File: src/rtl/a2ser_pkg.sv
// Shared constants for the DL11-style serial mux: register offsets, CSR bit positions, default bases/vectors.
package a2ser_pkg;

   localparam logic [21:0] A2SER_BASE0 = 22'o17777560;
   localparam logic [21:0] A2SER_BASEN = 22'o17776500;
   localparam logic [8:0]  A2SER_VEC0  = 9'o060;
   localparam logic [8:0]  A2SER_VECN  = 9'o300;

   // PDP byte offsets from a channel base
   localparam logic [2:0] OFF_RCSR = 3'o0;
   localparam logic [2:0] OFF_RBUF = 3'o2;
   localparam logic [2:0] OFF_XCSR = 3'o4;
   localparam logic [2:0] OFF_XBUF = 3'o6;

   localparam logic [1:0] A2_REG0 = 2'd0;
   localparam logic [1:0] A2_REG1 = 2'd1;
   localparam logic [1:0] A2_REG2 = 2'd2;
   localparam logic [1:0] A2_REG3 = 2'd3;

   localparam int BIT_DONE  = 7;
   localparam int BIT_IE    = 6;
   localparam int BIT_MAINT = 2;
   localparam int BIT_ERR   = 15;
   localparam int BIT_OVR   = 14;

   function automatic logic [21:0] ch_base(input int k, input logic [21:0] base0, input logic [21:0] basen);
      return (k == 0) ? base0 : basen + 22'(8 * (k - 1));
   endfunction

   function automatic logic [8:0] ch_vec(input int k, input logic [8:0] vec0, input logic [8:0] vecn);
      return (k == 0) ? vec0 : vecn + 9'(8 * (k - 1));
   endfunction

endpackage

File: src/rtl/a2_serial_mux_if.sv
// Decoded PDP and Apple access pulses into the serial mux, plus the read data coming back.
interface a2_serial_mux_if;
   logic        pdp_req;
   logic        pdp_we;
   logic        pdp_byte;
   logic [21:0] pdp_addr;
   logic [15:0] pdp_wdata;
   logic        pdp_hit;
   logic [15:0] pdp_rdata;
   logic        a2_strobe;
   logic        a2_rw;
   logic [3:0]  a2_addr;
   logic [7:0]  a2_wdata;
   logic [7:0]  a2_rdata;

   modport master (
      output pdp_req, pdp_we, pdp_byte, pdp_addr, pdp_wdata,
      output a2_strobe, a2_rw, a2_addr, a2_wdata,
      input  pdp_hit, pdp_rdata, a2_rdata
   );

   modport slave (
      input  pdp_req, pdp_we, pdp_byte, pdp_addr, pdp_wdata,
      input  a2_strobe, a2_rw, a2_addr, a2_wdata,
      output pdp_hit, pdp_rdata, a2_rdata
   );
endinterface

File: src/rtl/a2ser_fifo.sv
// 8-bit synchronous FIFO, head visible combinationally; push when full is dropped unless a pop frees the slot,
// pop when empty is ignored. Flush clears pointers and count in one cycle.
module a2ser_fifo #(
   parameter int DEPTH = 16
) (
   input  logic       clk,
   input  logic       i_flush,
   input  logic       i_push,
   input  logic [7:0] i_dat,
   input  logic       i_pop,
   output logic [7:0] o_head,
   output logic       o_empty,
   output logic       o_full
);
   localparam int AW = $clog2(DEPTH);
   localparam int CW = AW + 1;

   logic [7:0]    r_mem [DEPTH];
   logic [AW-1:0] r_wr_ptr;
   logic [AW-1:0] r_rd_ptr;
   logic [CW-1:0] r_count;
   logic          w_do_push;
   logic          w_do_pop;

   assign o_empty   = (r_count == '0);
   assign o_full    = (r_count == CW'(DEPTH));
   assign w_do_pop  = i_pop & ~o_empty;
   assign w_do_push = i_push & (~o_full | w_do_pop);
   assign o_head    = r_mem[r_rd_ptr];

   always_ff @(posedge clk) begin
      if (w_do_push) r_mem[r_wr_ptr] <= i_dat;
   end

   always_ff @(posedge clk) begin
      if (i_flush) begin
         r_wr_ptr <= '0;
         r_rd_ptr <= '0;
         r_count  <= '0;
      end else begin
         if (w_do_push) r_wr_ptr <= r_wr_ptr + AW'(1);
         if (w_do_pop)  r_rd_ptr <= r_rd_ptr + AW'(1);
         if (w_do_push && !w_do_pop)      r_count <= r_count + CW'(1);
         else if (w_do_pop && !w_do_push) r_count <= r_count - CW'(1);
      end
   end
endmodule

File: src/rtl/a2_serial_mux.sv
// NCH DL11-style serial lines between the DCJ11 bus and the Apple II slot; PDP reads combinational, Apple reads
// registered, full FIFOs drop pushes. A2SER_LOOPBACK_EN adds XCSR MAINT (XBUF writes loop into the channel's RX).
module a2_serial_mux
   import a2ser_pkg::*;
#(
   parameter int          NCH   = 2,
   parameter int          DEPTH = 16,
   parameter logic [21:0] BASE0 = A2SER_BASE0,
   parameter logic [21:0] BASEN = A2SER_BASEN,
   parameter logic [8:0]  VEC0  = A2SER_VEC0,
   parameter logic [8:0]  VECN  = A2SER_VECN
) (
   input  logic           clk,
   input  logic           rst,
   input  logic           bus_init,
   a2_serial_mux_if.slave bus,
   output logic           irq,
   output logic [8:0]     irq_vec
);
   logic           w_clr;
   logic           w_pdp_req;
   logic           w_pdp_wr;
   logic           w_a2_stb;
   logic [2:0]     w_pdp_off;
   logic [1:0]     w_a2_ch;
   logic [1:0]     w_a2_reg;
   logic [NCH-1:0] w_pdp_sel;
   logic [15:0]    w_pdp_rdata;
   logic [7:0]     w_a2_rd;
   logic [7:0]     r_a2_rdata;

   logic [NCH-1:0] r_ie_rx, r_ie_tx, r_ovr, w_maint;
   logic [NCH-1:0] w_rx_push, w_rx_pop, w_tx_push, w_tx_pop;
   logic [NCH-1:0] w_rx_empty, w_rx_full, w_tx_empty, w_tx_full;
   logic [7:0]     w_rx_din  [NCH];
   logic [7:0]     w_rx_head [NCH];
   logic [7:0]     w_tx_head [NCH];

   // bus_init/rst win over any access landing in the same cycle
   assign w_clr     = rst | bus_init;
   assign w_pdp_req = bus.pdp_req & ~w_clr;
   assign w_a2_stb  = bus.a2_strobe & ~w_clr;
   assign w_pdp_wr  = bus.pdp_we & (~bus.pdp_byte | ~bus.pdp_addr[0]);
   assign w_pdp_off = {bus.pdp_addr[2:1], 1'b0};
   assign w_a2_ch   = bus.a2_addr[3:2];
   assign w_a2_reg  = bus.a2_addr[1:0];

   always_comb begin
      for (int k = 0; k < NCH; k++)
         w_pdp_sel[k] = ((bus.pdp_addr & ~22'o7) == ch_base(k, BASE0, BASEN));
   end
   assign bus.pdp_hit = |w_pdp_sel;

   always_comb begin
      w_rx_push = '0;
      w_rx_pop  = '0;
      w_tx_push = '0;
      w_tx_pop  = '0;
      for (int k = 0; k < NCH; k++) begin
         w_rx_din[k] = bus.a2_wdata;
         if (w_a2_stb && int'(w_a2_ch) == k) begin
            if (bus.a2_rw && w_a2_reg == A2_REG1)  w_tx_pop[k]  = 1'b1;
            if (!bus.a2_rw && w_a2_reg == A2_REG3) w_rx_push[k] = 1'b1;
         end
         // a loopback write shares the RX push port; it takes the slot over a same-cycle Apple push
         if (w_pdp_req && w_pdp_sel[k]) begin
            if (!bus.pdp_we && w_pdp_off == OFF_RBUF) w_rx_pop[k] = 1'b1;
            if (w_pdp_wr && w_pdp_off == OFF_XBUF) begin
               if (w_maint[k]) begin
                  w_rx_push[k] = 1'b1;
                  w_rx_din[k]  = bus.pdp_wdata[7:0];
               end else begin
                  w_tx_push[k] = 1'b1;
               end
            end
         end
      end
   end

   for (genvar k = 0; k < NCH; k++) begin : g_ch
      a2ser_fifo #(.DEPTH(DEPTH)) u_rx (
         .clk(clk), .i_flush(w_clr), .i_push(w_rx_push[k]), .i_dat(w_rx_din[k]), .i_pop(w_rx_pop[k]),
         .o_head(w_rx_head[k]), .o_empty(w_rx_empty[k]), .o_full(w_rx_full[k])
      );
      a2ser_fifo #(.DEPTH(DEPTH)) u_tx (
         .clk(clk), .i_flush(w_clr), .i_push(w_tx_push[k]), .i_dat(bus.pdp_wdata[7:0]), .i_pop(w_tx_pop[k]),
         .o_head(w_tx_head[k]), .o_empty(w_tx_empty[k]), .o_full(w_tx_full[k])
      );
   end

   always_ff @(posedge clk) begin
      if (w_clr) begin
         r_ie_rx <= '0;
         r_ie_tx <= '0;
         r_ovr   <= '0;
      end else begin
         for (int k = 0; k < NCH; k++) begin
            if (w_pdp_req && w_pdp_wr && w_pdp_sel[k]) begin
               if (w_pdp_off == OFF_RCSR) r_ie_rx[k] <= bus.pdp_wdata[BIT_IE];
               if (w_pdp_off == OFF_XCSR) r_ie_tx[k] <= bus.pdp_wdata[BIT_IE];
            end
            // a pop on a full FIFO frees the slot, so a same-cycle push is not an overrun
            if (w_rx_pop[k] && !w_rx_empty[k])      r_ovr[k] <= 1'b0;
            else if (w_rx_push[k] && w_rx_full[k])  r_ovr[k] <= 1'b1;
         end
      end
   end

`ifdef A2SER_LOOPBACK_EN
   logic [NCH-1:0] r_maint;
   always_ff @(posedge clk) begin
      if (w_clr) begin
         r_maint <= '0;
      end else begin
         for (int k = 0; k < NCH; k++)
            if (w_pdp_req && w_pdp_wr && w_pdp_sel[k] && w_pdp_off == OFF_XCSR)
               r_maint[k] <= bus.pdp_wdata[BIT_MAINT];
      end
   end
   assign w_maint = r_maint;
`else
   assign w_maint = '0;
`endif

   always_comb begin
      w_pdp_rdata = '0;
      for (int k = 0; k < NCH; k++) begin
         if (w_pdp_sel[k]) begin
            case (w_pdp_off)
               OFF_RCSR: begin
                  w_pdp_rdata[BIT_DONE] = ~w_rx_empty[k];
                  w_pdp_rdata[BIT_IE]   = r_ie_rx[k];
               end
               OFF_RBUF: begin
                  if (!w_rx_empty[k]) begin
                     w_pdp_rdata[7:0]     = w_rx_head[k];
                     w_pdp_rdata[BIT_ERR] = r_ovr[k];
                     w_pdp_rdata[BIT_OVR] = r_ovr[k];
                  end
               end
               OFF_XCSR: begin
                  w_pdp_rdata[BIT_DONE]  = ~w_tx_full[k];
                  w_pdp_rdata[BIT_IE]    = r_ie_tx[k];
                  w_pdp_rdata[BIT_MAINT] = w_maint[k];
               end
               default: w_pdp_rdata = '0;
            endcase
         end
      end
   end
   assign bus.pdp_rdata = w_pdp_rdata;

   always_comb begin
      w_a2_rd = '0;
      for (int k = 0; k < NCH; k++) begin
         if (int'(w_a2_ch) == k) begin
            case (w_a2_reg)
               A2_REG0: w_a2_rd = {~w_tx_empty[k], w_rx_full[k], r_ovr[k], 5'b0};
               A2_REG1: w_a2_rd = w_tx_empty[k] ? 8'h00 : w_tx_head[k];
               A2_REG2: w_a2_rd = {~w_rx_full[k], 7'b0};
               default: w_a2_rd = '0;
            endcase
         end
      end
   end

   always_ff @(posedge clk) begin
      if (w_clr)                     r_a2_rdata <= '0;
      else if (w_a2_stb && bus.a2_rw) r_a2_rdata <= w_a2_rd;
   end
   assign bus.a2_rdata = r_a2_rdata;

   // walk from the top so the lowest-numbered source wins
   always_comb begin
      irq     = 1'b0;
      irq_vec = '0;
      for (int k = NCH - 1; k >= 0; k--) begin
         if (r_ie_tx[k] && !w_tx_full[k]) begin
            irq     = 1'b1;
            irq_vec = ch_vec(k, VEC0, VECN) + 9'd4;
         end
         if (r_ie_rx[k] && !w_rx_empty[k]) begin
            irq     = 1'b1;
            irq_vec = ch_vec(k, VEC0, VECN);
         end
      end
   end
endmodule

File: src/flat_wrapper.sv
// flat-port wrapper written by rule: the top's interface ports become plain ports
module a2_serial_mux_flat import a2ser_pkg::*;
#(
   parameter int          NCH   = 2,
   parameter int          DEPTH = 16,
   parameter logic [21:0] BASE0 = A2SER_BASE0,
   parameter logic [21:0] BASEN = A2SER_BASEN,
   parameter logic [8:0]  VEC0  = A2SER_VEC0,
   parameter logic [8:0]  VECN  = A2SER_VECN
)
  (clk, rst, bus_init, irq, irq_vec, bus_pdp_req, bus_pdp_we, bus_pdp_byte, bus_pdp_addr, bus_pdp_wdata, bus_a2_strobe, bus_a2_rw, bus_a2_addr, bus_a2_wdata, bus_pdp_hit, bus_pdp_rdata, bus_a2_rdata);
  a2_serial_mux_if bus_i ();
  input  logic clk;
  input  logic rst;
  input  logic bus_init;
  output logic irq;
  output logic [8:0] irq_vec;
  input wire logic [$bits(bus_i.pdp_req)-1:0] bus_pdp_req;
  input wire logic [$bits(bus_i.pdp_we)-1:0] bus_pdp_we;
  input wire logic [$bits(bus_i.pdp_byte)-1:0] bus_pdp_byte;
  input wire logic [$bits(bus_i.pdp_addr)-1:0] bus_pdp_addr;
  input wire logic [$bits(bus_i.pdp_wdata)-1:0] bus_pdp_wdata;
  input wire logic [$bits(bus_i.a2_strobe)-1:0] bus_a2_strobe;
  input wire logic [$bits(bus_i.a2_rw)-1:0] bus_a2_rw;
  input wire logic [$bits(bus_i.a2_addr)-1:0] bus_a2_addr;
  input wire logic [$bits(bus_i.a2_wdata)-1:0] bus_a2_wdata;
  output wire logic [$bits(bus_i.pdp_hit)-1:0] bus_pdp_hit;
  output wire logic [$bits(bus_i.pdp_rdata)-1:0] bus_pdp_rdata;
  output wire logic [$bits(bus_i.a2_rdata)-1:0] bus_a2_rdata;
  assign bus_i.pdp_req = bus_pdp_req;
  assign bus_i.pdp_we = bus_pdp_we;
  assign bus_i.pdp_byte = bus_pdp_byte;
  assign bus_i.pdp_addr = bus_pdp_addr;
  assign bus_i.pdp_wdata = bus_pdp_wdata;
  assign bus_i.a2_strobe = bus_a2_strobe;
  assign bus_i.a2_rw = bus_a2_rw;
  assign bus_i.a2_addr = bus_a2_addr;
  assign bus_i.a2_wdata = bus_a2_wdata;
  assign bus_pdp_hit = bus_i.pdp_hit;
  assign bus_pdp_rdata = bus_i.pdp_rdata;
  assign bus_a2_rdata = bus_i.a2_rdata;
  a2_serial_mux #(.NCH(NCH), .DEPTH(DEPTH), .BASE0(BASE0), .BASEN(BASEN), .VEC0(VEC0), .VECN(VECN)) u_core (.clk(clk), .rst(rst), .bus_init(bus_init), .bus(bus_i), .irq(irq), .irq_vec(irq_vec));
endmodule
File: config.mk
export PLATFORM = sky130hd
export DESIGN_NAME = a2_serial_mux_flat
export DESIGN_NICKNAME = d
export VERILOG_FILES = /design/src/rtl/a2ser_pkg.sv /design/src/rtl/a2_serial_mux_if.sv /design/src/rtl/a2ser_fifo.sv /design/src/rtl/a2_serial_mux.sv /design/src/flat_wrapper.sv
export SDC_FILE = /design/constraint.sdc
export NUM_CORES = 1
export LEC_CHECK = 0
export CORE_UTILIZATION = 40
export CTS_BUF_LIST = sky130_fd_sc_hd__clkbuf_4 sky130_fd_sc_hd__clkbuf_8 sky130_fd_sc_hd__clkbuf_16
export DETAILED_ROUTE_END_ITERATION = 8
export GPL_TIMING_DRIVEN = 0
export PLACE_DENSITY = 0.54
export REMOVE_ABC_BUFFERS = 1
export SLEW_MARGIN = 20
export SYNTH_ARGS = -nofsm -noshare
export SYNTH_HDL_FRONTEND = slang
export SYNTH_SLANG_ARGS = --single-unit
File: constraint.sdc
create_clock -name clk -period 4.6 [get_ports clk]
set_clock_uncertainty 0.2 [all_clocks]
set_input_delay 1.15 -clock clk [delete_from_list [all_inputs] [get_ports clk]]
set_output_delay 1.15 -clock clk [all_outputs]
set_load 0.05 [all_outputs]
# Word-level counts from Yosys, hierarchy flattened
# Memory sizes are Yosys's and may differ from the RTL's. A register that Yosys moved wholly into a read port is not among the register bits.
# Index checks and enable logic that the tools add are counted.
# totals
reg_bits	66
latch_bits	0
ramBits	512
romBits	0
inputBits	58
mem_count	4
# mem_list
name	words	word_bits	read_ports	rd_clocked_by_memory_dff	wr	line_no	rtl
u_core.g_ch[0].u_rx.r_mem	16	8	1	1	1	a2ser_fifo.sv:18	logic [7:0] r_mem [DEPTH];
u_core.g_ch[0].u_tx.r_mem	16	8	1	1	1	a2ser_fifo.sv:18	
u_core.g_ch[1].u_rx.r_mem	16	8	1	1	1	a2ser_fifo.sv:18	
u_core.g_ch[1].u_tx.r_mem	16	8	1	1	1	a2ser_fifo.sv:18	
# classes
addsub	16
mul	0
n_div	0
order_cmp	0
n_eq_ne	13
n_shift	0
n_mux	67
n_bitwise	28
reduce_logical	62
# ops
cell	n
two-way mux 8 bit	7
one-hot mux 8 bit (3 select lines)	2
two-way mux 5 bit	8
equality test 19 bit (second input constant)	2
adder 4 x 1 -> 4 bit (second input constant)	8
two-way mux 16 bit	2
two-way mux 4 bit	8
logical AND 1 bit	28
two-way mux 9 bit	3
two-way mux 1 bit	25
adder 5 x 1 -> 5 bit (second input constant)	4
equality test 5 bit (second input constant)	4
zero test 5 bit	4
subtractor 5 x 1 -> 5 bit (second input constant)	4
zero test 1 bit	14
one-hot mux 2 bit (3 select lines)	2
AND 1 bit	11
inverter 1 bit	11
equality test 2 bit (second input constant)	5
two-way mux 2 bit	4
one-hot mux 2 bit (2 select lines)	2
AND reduction 2 bit	4
nonzero test 2 bit	4
OR reduction 2 bit	4
9 further kinds	16

# Longest topological paths before layout
# logic_depth
depth_word	12
ltp_mapped	15

# Hierarchy
# Synthesis repeated with hierarchy kept, for this count alone.
# unflattened
hier_cells	1423
hier_area_um2	24503.5
# modules_own_cells
mod	instances	cells_per_inst	area_per_inst_um2	seq_area_each_um2
a2ser_fifo (u_core.g_ch[0].u_tx)	1	316	5785.5	4184.0
a2ser_fifo (u_core.g_ch[1].u_tx)	1	307	5775.5	4184.0
a2ser_fifo (u_core.g_ch[0].u_rx)	1	311	5771.8	4184.0
a2ser_fifo (u_core.g_ch[1].u_rx)	1	307	5769.3	4184.0
a2_serial_mux	1	182	1401.3	280.3

# Least setup slack after synthesis
# OpenSTA, ideal clock, no wires.
# synth_path
path_kind	input to output
start	input port bus_pdp_addr[4]
end	output port bus_pdp_rdata[15]
arrival_ps	3242
t_required_ps	3250
path_slack_ps	8
cell_stages	7
path_buffers	2
cell_sequence	or3_1 clkbuf_2 nor4_1 and2_1 a22oi_1 nor2_1 buf_4
# synth_between
elab_chain_len	5
elab_cells_between_ends	6
# synth_rtl
item	line_no	rtl
start: declaration	flat_wrapper.sv:21	input wire logic [$bits(bus_i.pdp_addr)-1:0] bus_pdp_addr;
equality test 19 bit	a2_serial_mux.sv:50	w_pdp_sel[k] = ((bus.pdp_addr & ~22'o7) == ch_base(k, BASE0, BASEN));
two-way mux 16 bit	a2_serial_mux.sv:128	if (w_pdp_sel[k]) begin
two-way mux 2 bit	a2_serial_mux.sv:135	if (!w_rx_empty[k]) begin
one-hot mux 2 bit (2 select lines)	a2_serial_mux.sv:129	case (w_pdp_off)
two-way mux 16 bit *	a2_serial_mux.sv:128	
end: declaration	flat_wrapper.sv:28	output wire logic [$bits(bus_i.pdp_rdata)-1:0] bus_pdp_rdata;
# Every way passes the cells marked *; elsewhere a longest branch is shown, timed or not.

# Worst setup path after layout
# layout_path
start	input port bus_pdp_addr[3]
end	output port bus_pdp_rdata[7]
# layout_between
elab_chain_len	5
elab_cells_between_ends	6
# layout_rtl
item	line_no
equality test 19 bit	a2_serial_mux.sv:50
two-way mux 16 bit	a2_serial_mux.sv:128
two-way mux 8 bit	a2_serial_mux.sv:135
one-hot mux 2 bit (3 select lines)	a2_serial_mux.sv:129
two-way mux 16 bit *	a2_serial_mux.sv:128
# Marks and branches as above.

==> results.json <==
{
  "h-tree-depth": 2,
  "core_um2": 60500,
  "finalWorstSetupSlack_ps": -6.35,
  "grt_max_degree": 65,
  "critical_path_class": "in2out",
  "dpl_cell_area_um2": 26300,
  "synth_seq_area_share": 0.694,
  "synth_ff_type": "edfxtp_1",
  "yosys.area.top_type": "edfxtp_1",
  "instances_no_fill": 2353,
  "cts-root-buf": "clkbuf_16",
  "io_buffers": 74,
  "setup_viol": 1,
  "cts_made_buffers": 60,
  "synth-edff-count": 512,
  "nets": 1617,
  "grt_antenna_before_repair": 5,
  "drive_above_1_share": 0.257,
  "synthAdderAreaFrac": 0.0216,
  "grt_pass1_wl_um": 82300,
  "synth_xor_area_frac": 0.00929,
  "ys_async_sr_fraction": 0,
  "crit_path_end_kind": "primary output",
  "worstPathRequired_ps": 3250,
  "gp_congestion": 0.772,
  "syn_to_final_growth_pct": 16.5,
  "ys_warn_count": 0,
  "synth-seq-cells": 594,
  "netlist_instances": 1412,
  "grt_util_all_layers": 0.178,
  "clk_pin_slew_ps": 60,
  "dp_hpwl_um": 36100,
  "avgSynthCellArea_um2": 17.4,
  "max_freq_ghz": 0.217,
  "stdcell_area_um2": 28600,
  "viasPerCell": 5.46,
  "synthSimpleGateAreaFrac": 0.0657,
  "yosys-mux-area-fraction": 0.146,
  "maxSlewHeadroom": 0.273,
  "grt_overflow": 0,
  "synth_top_area_share": 0.627,
  "rows": 90,
  "cts_tree": "done",
  "fin_hold_ws_ps": 294,
  "finalCritPeriodShare": 1.00,
  "slew_violations": 0,
  "start_kind": "primary input",
  "drv_cap": 0,
  "start_util": 0.405,
  "peakVddDrop_mv": 0.300,
  "vias": 12856,
  "rsz0062_at_grt": "yes",
  "dr.pass1.iters": 5,
  "tightest_slew_ps": 1090,
  "min_path_type": "reg2reg",
  "run_status": "finished, violations left",
  "synth.cell_area_um2": 24500,
  "die_h_um": 250,
  "yosysUniqueCellTypes": 70,
  "drtIter0Drc": 864,
  "synth_top_family_by_area": "multiplexers",
  "wirelength_um": 55400,
  "clk_latency_ps": 610,
  "die_w_um": 250,
  "wl_per_cell_um": 23.5,
  "max-clock-path-buffers": 3,
  "dp_slack_ps": -1770,
  "grt_pass1_vias": 13066,
  "synth_area_leaders": "edfxtp_1 (63%), mux4_2 (12%), dfxtp_1 (6.7%)",
  "synth_compound_area_frac": 0.0394,
  "drc_errors": 0,
  "powerDensity_nw_per_um2": 384,
  "pin_count": 93,
  "dieArea_um2": 62300,
  "min_path_cells": 2,
  "path_max_fanout": 4,
  "numPlacedInstances": 2227,
  "hold_violations": 0,
  "clock-sinks": 594,
  "finalCriticalPeriod_ps": 4610,
  "crit_arrival_ps": 3260,
  "violations": "setup timing",
  "postRouteAntennaNets": 0,
  "r2r_cells": 12,
  "p_leak_nw": 9.07
}
==> synthesized netlist by cell type, types with 15 or more instances <==
library cell,instances
dfxtp_1,82
nor4_1,19
nor2b_1,15
clkbuf_1,33
and3_1,15
nand2_1,39
a21oi_1,46
edfxtp_1,512
nand3_1,24
buf_2,15
mux2i_1,50
inv_1,47
nor2_1,76
ha_1,36
mux4_2,130
o21ai_0,22
==> per-layer routing <==
layer	part of all wire	vias up	GRT usage	wire length, µm
li1	-	5815	-	-
met1	0.43	6622	0.240	23900
met2	0.49	339	0.293	27000
met3	0.056	78	0.0313	3120
met4	0.024	2	0.0554	1310
met5	0.00031	-	0	17
==> registers in the layout, indices dropped and copies added (netlist names), 8 cells and up, named ones only <==
name                       flops
u_core.g_ch.u_rx.r_count      10
u_core.bus.a2_rdata            8
u_core.g_ch.u_rx.r_wr_ptr      8
u_core.g_ch.u_tx.r_wr_ptr      8
u_core.g_ch.u_tx.r_mem       256
u_core.g_ch.u_tx.r_count      10
u_core.g_ch.u_rx.r_rd_ptr      8
u_core.g_ch.u_tx.r_rd_ptr      8
u_core.g_ch.u_rx.r_mem       256
==> worst max-delay path: stages <==
cell	delay (ps)
clkdlybuf4s50_1	660
or4_4	680
or3_4	390
a21oi_4	190
buf_6	190
==> layout make-up <==
class,instances,area (µm²)
diodes,3,7.51
inverters,50,190
clock inverters,27,284
well taps,782,978
repair buffers,113,1010
multi-input cells,700,7320
flip-flops and latches,594,17000
clock buffers,84,1720
fillers,5076,31900
==> per-stage QoR <==
step / setup TNS, ps / util / power [mW]
global placement: -760230 / 0.428 / 6.14
CTS: -1100 / 0.471 / 11.1
global route: -122 / 0.472 / 11.3
floorplan: -32050 / - / 6.00
finish: -6.35 / 0.472 / 11.0
detailed placement: -295610 / 0.435 / 6.14
==> cell families (layout without fill, tap and decap cells) <==
logic type / after synthesis / after routing
compound gates: 144 / 144
xor+xnor: 26 / 26
fa+ha+maj: 40 / 40
buf+inv: 127 / 274
flops: 594 / 594
mux: 194 / 194
other cells: 1 / 13
simple gates: 286 / 286
==> final timing paths <==
kind                                                  endpoint                             from  slack, ps
worst min register to register                        register  u_core.g_ch[0].u_rx.r_rd_ptr[3]        290
worst max-delay path                          bus_pdp_rdata[7]                  bus_pdp_addr[3]         -6
worst max register to register  u_core.g_ch[0].u_rx.r_count[4]   u_core.g_ch[0].u_rx.r_count[0]        980
worst min-delay path                                  register  u_core.g_ch[0].u_rx.r_rd_ptr[3]        290
==> cells in the final DEF, fill, tap and decap left out, types with 36 or more instances in the layout <==
master and n:
clkdlybuf4s50_1 44, nor2_1 66, mux2i_1 50, ha_1 36, clkbuf_16 61, dfxtp_1 71
inv_1 47, mux4_2 130, edfxtp_1 512, nand2_1 37, a21oi_1 44
==> power breakdown <==
part	internal (mW)	switching (mW)	total, mW
clock	2.94	2.01	4.94
sequential	5.84	0.000454	5.84
combinational	0.0446	0.138	0.183
total	8.82	2.14	11.0
==> repair_timing <==
item	CTS	global route
endpoints found under the setup margin	192	20
cloned	0	0
pin swaps	4	4
setup buffers	6	6
resized for setup	84	28
hold buffers	0	0
No activity file was read; power rests on OpenSTA's default activity.
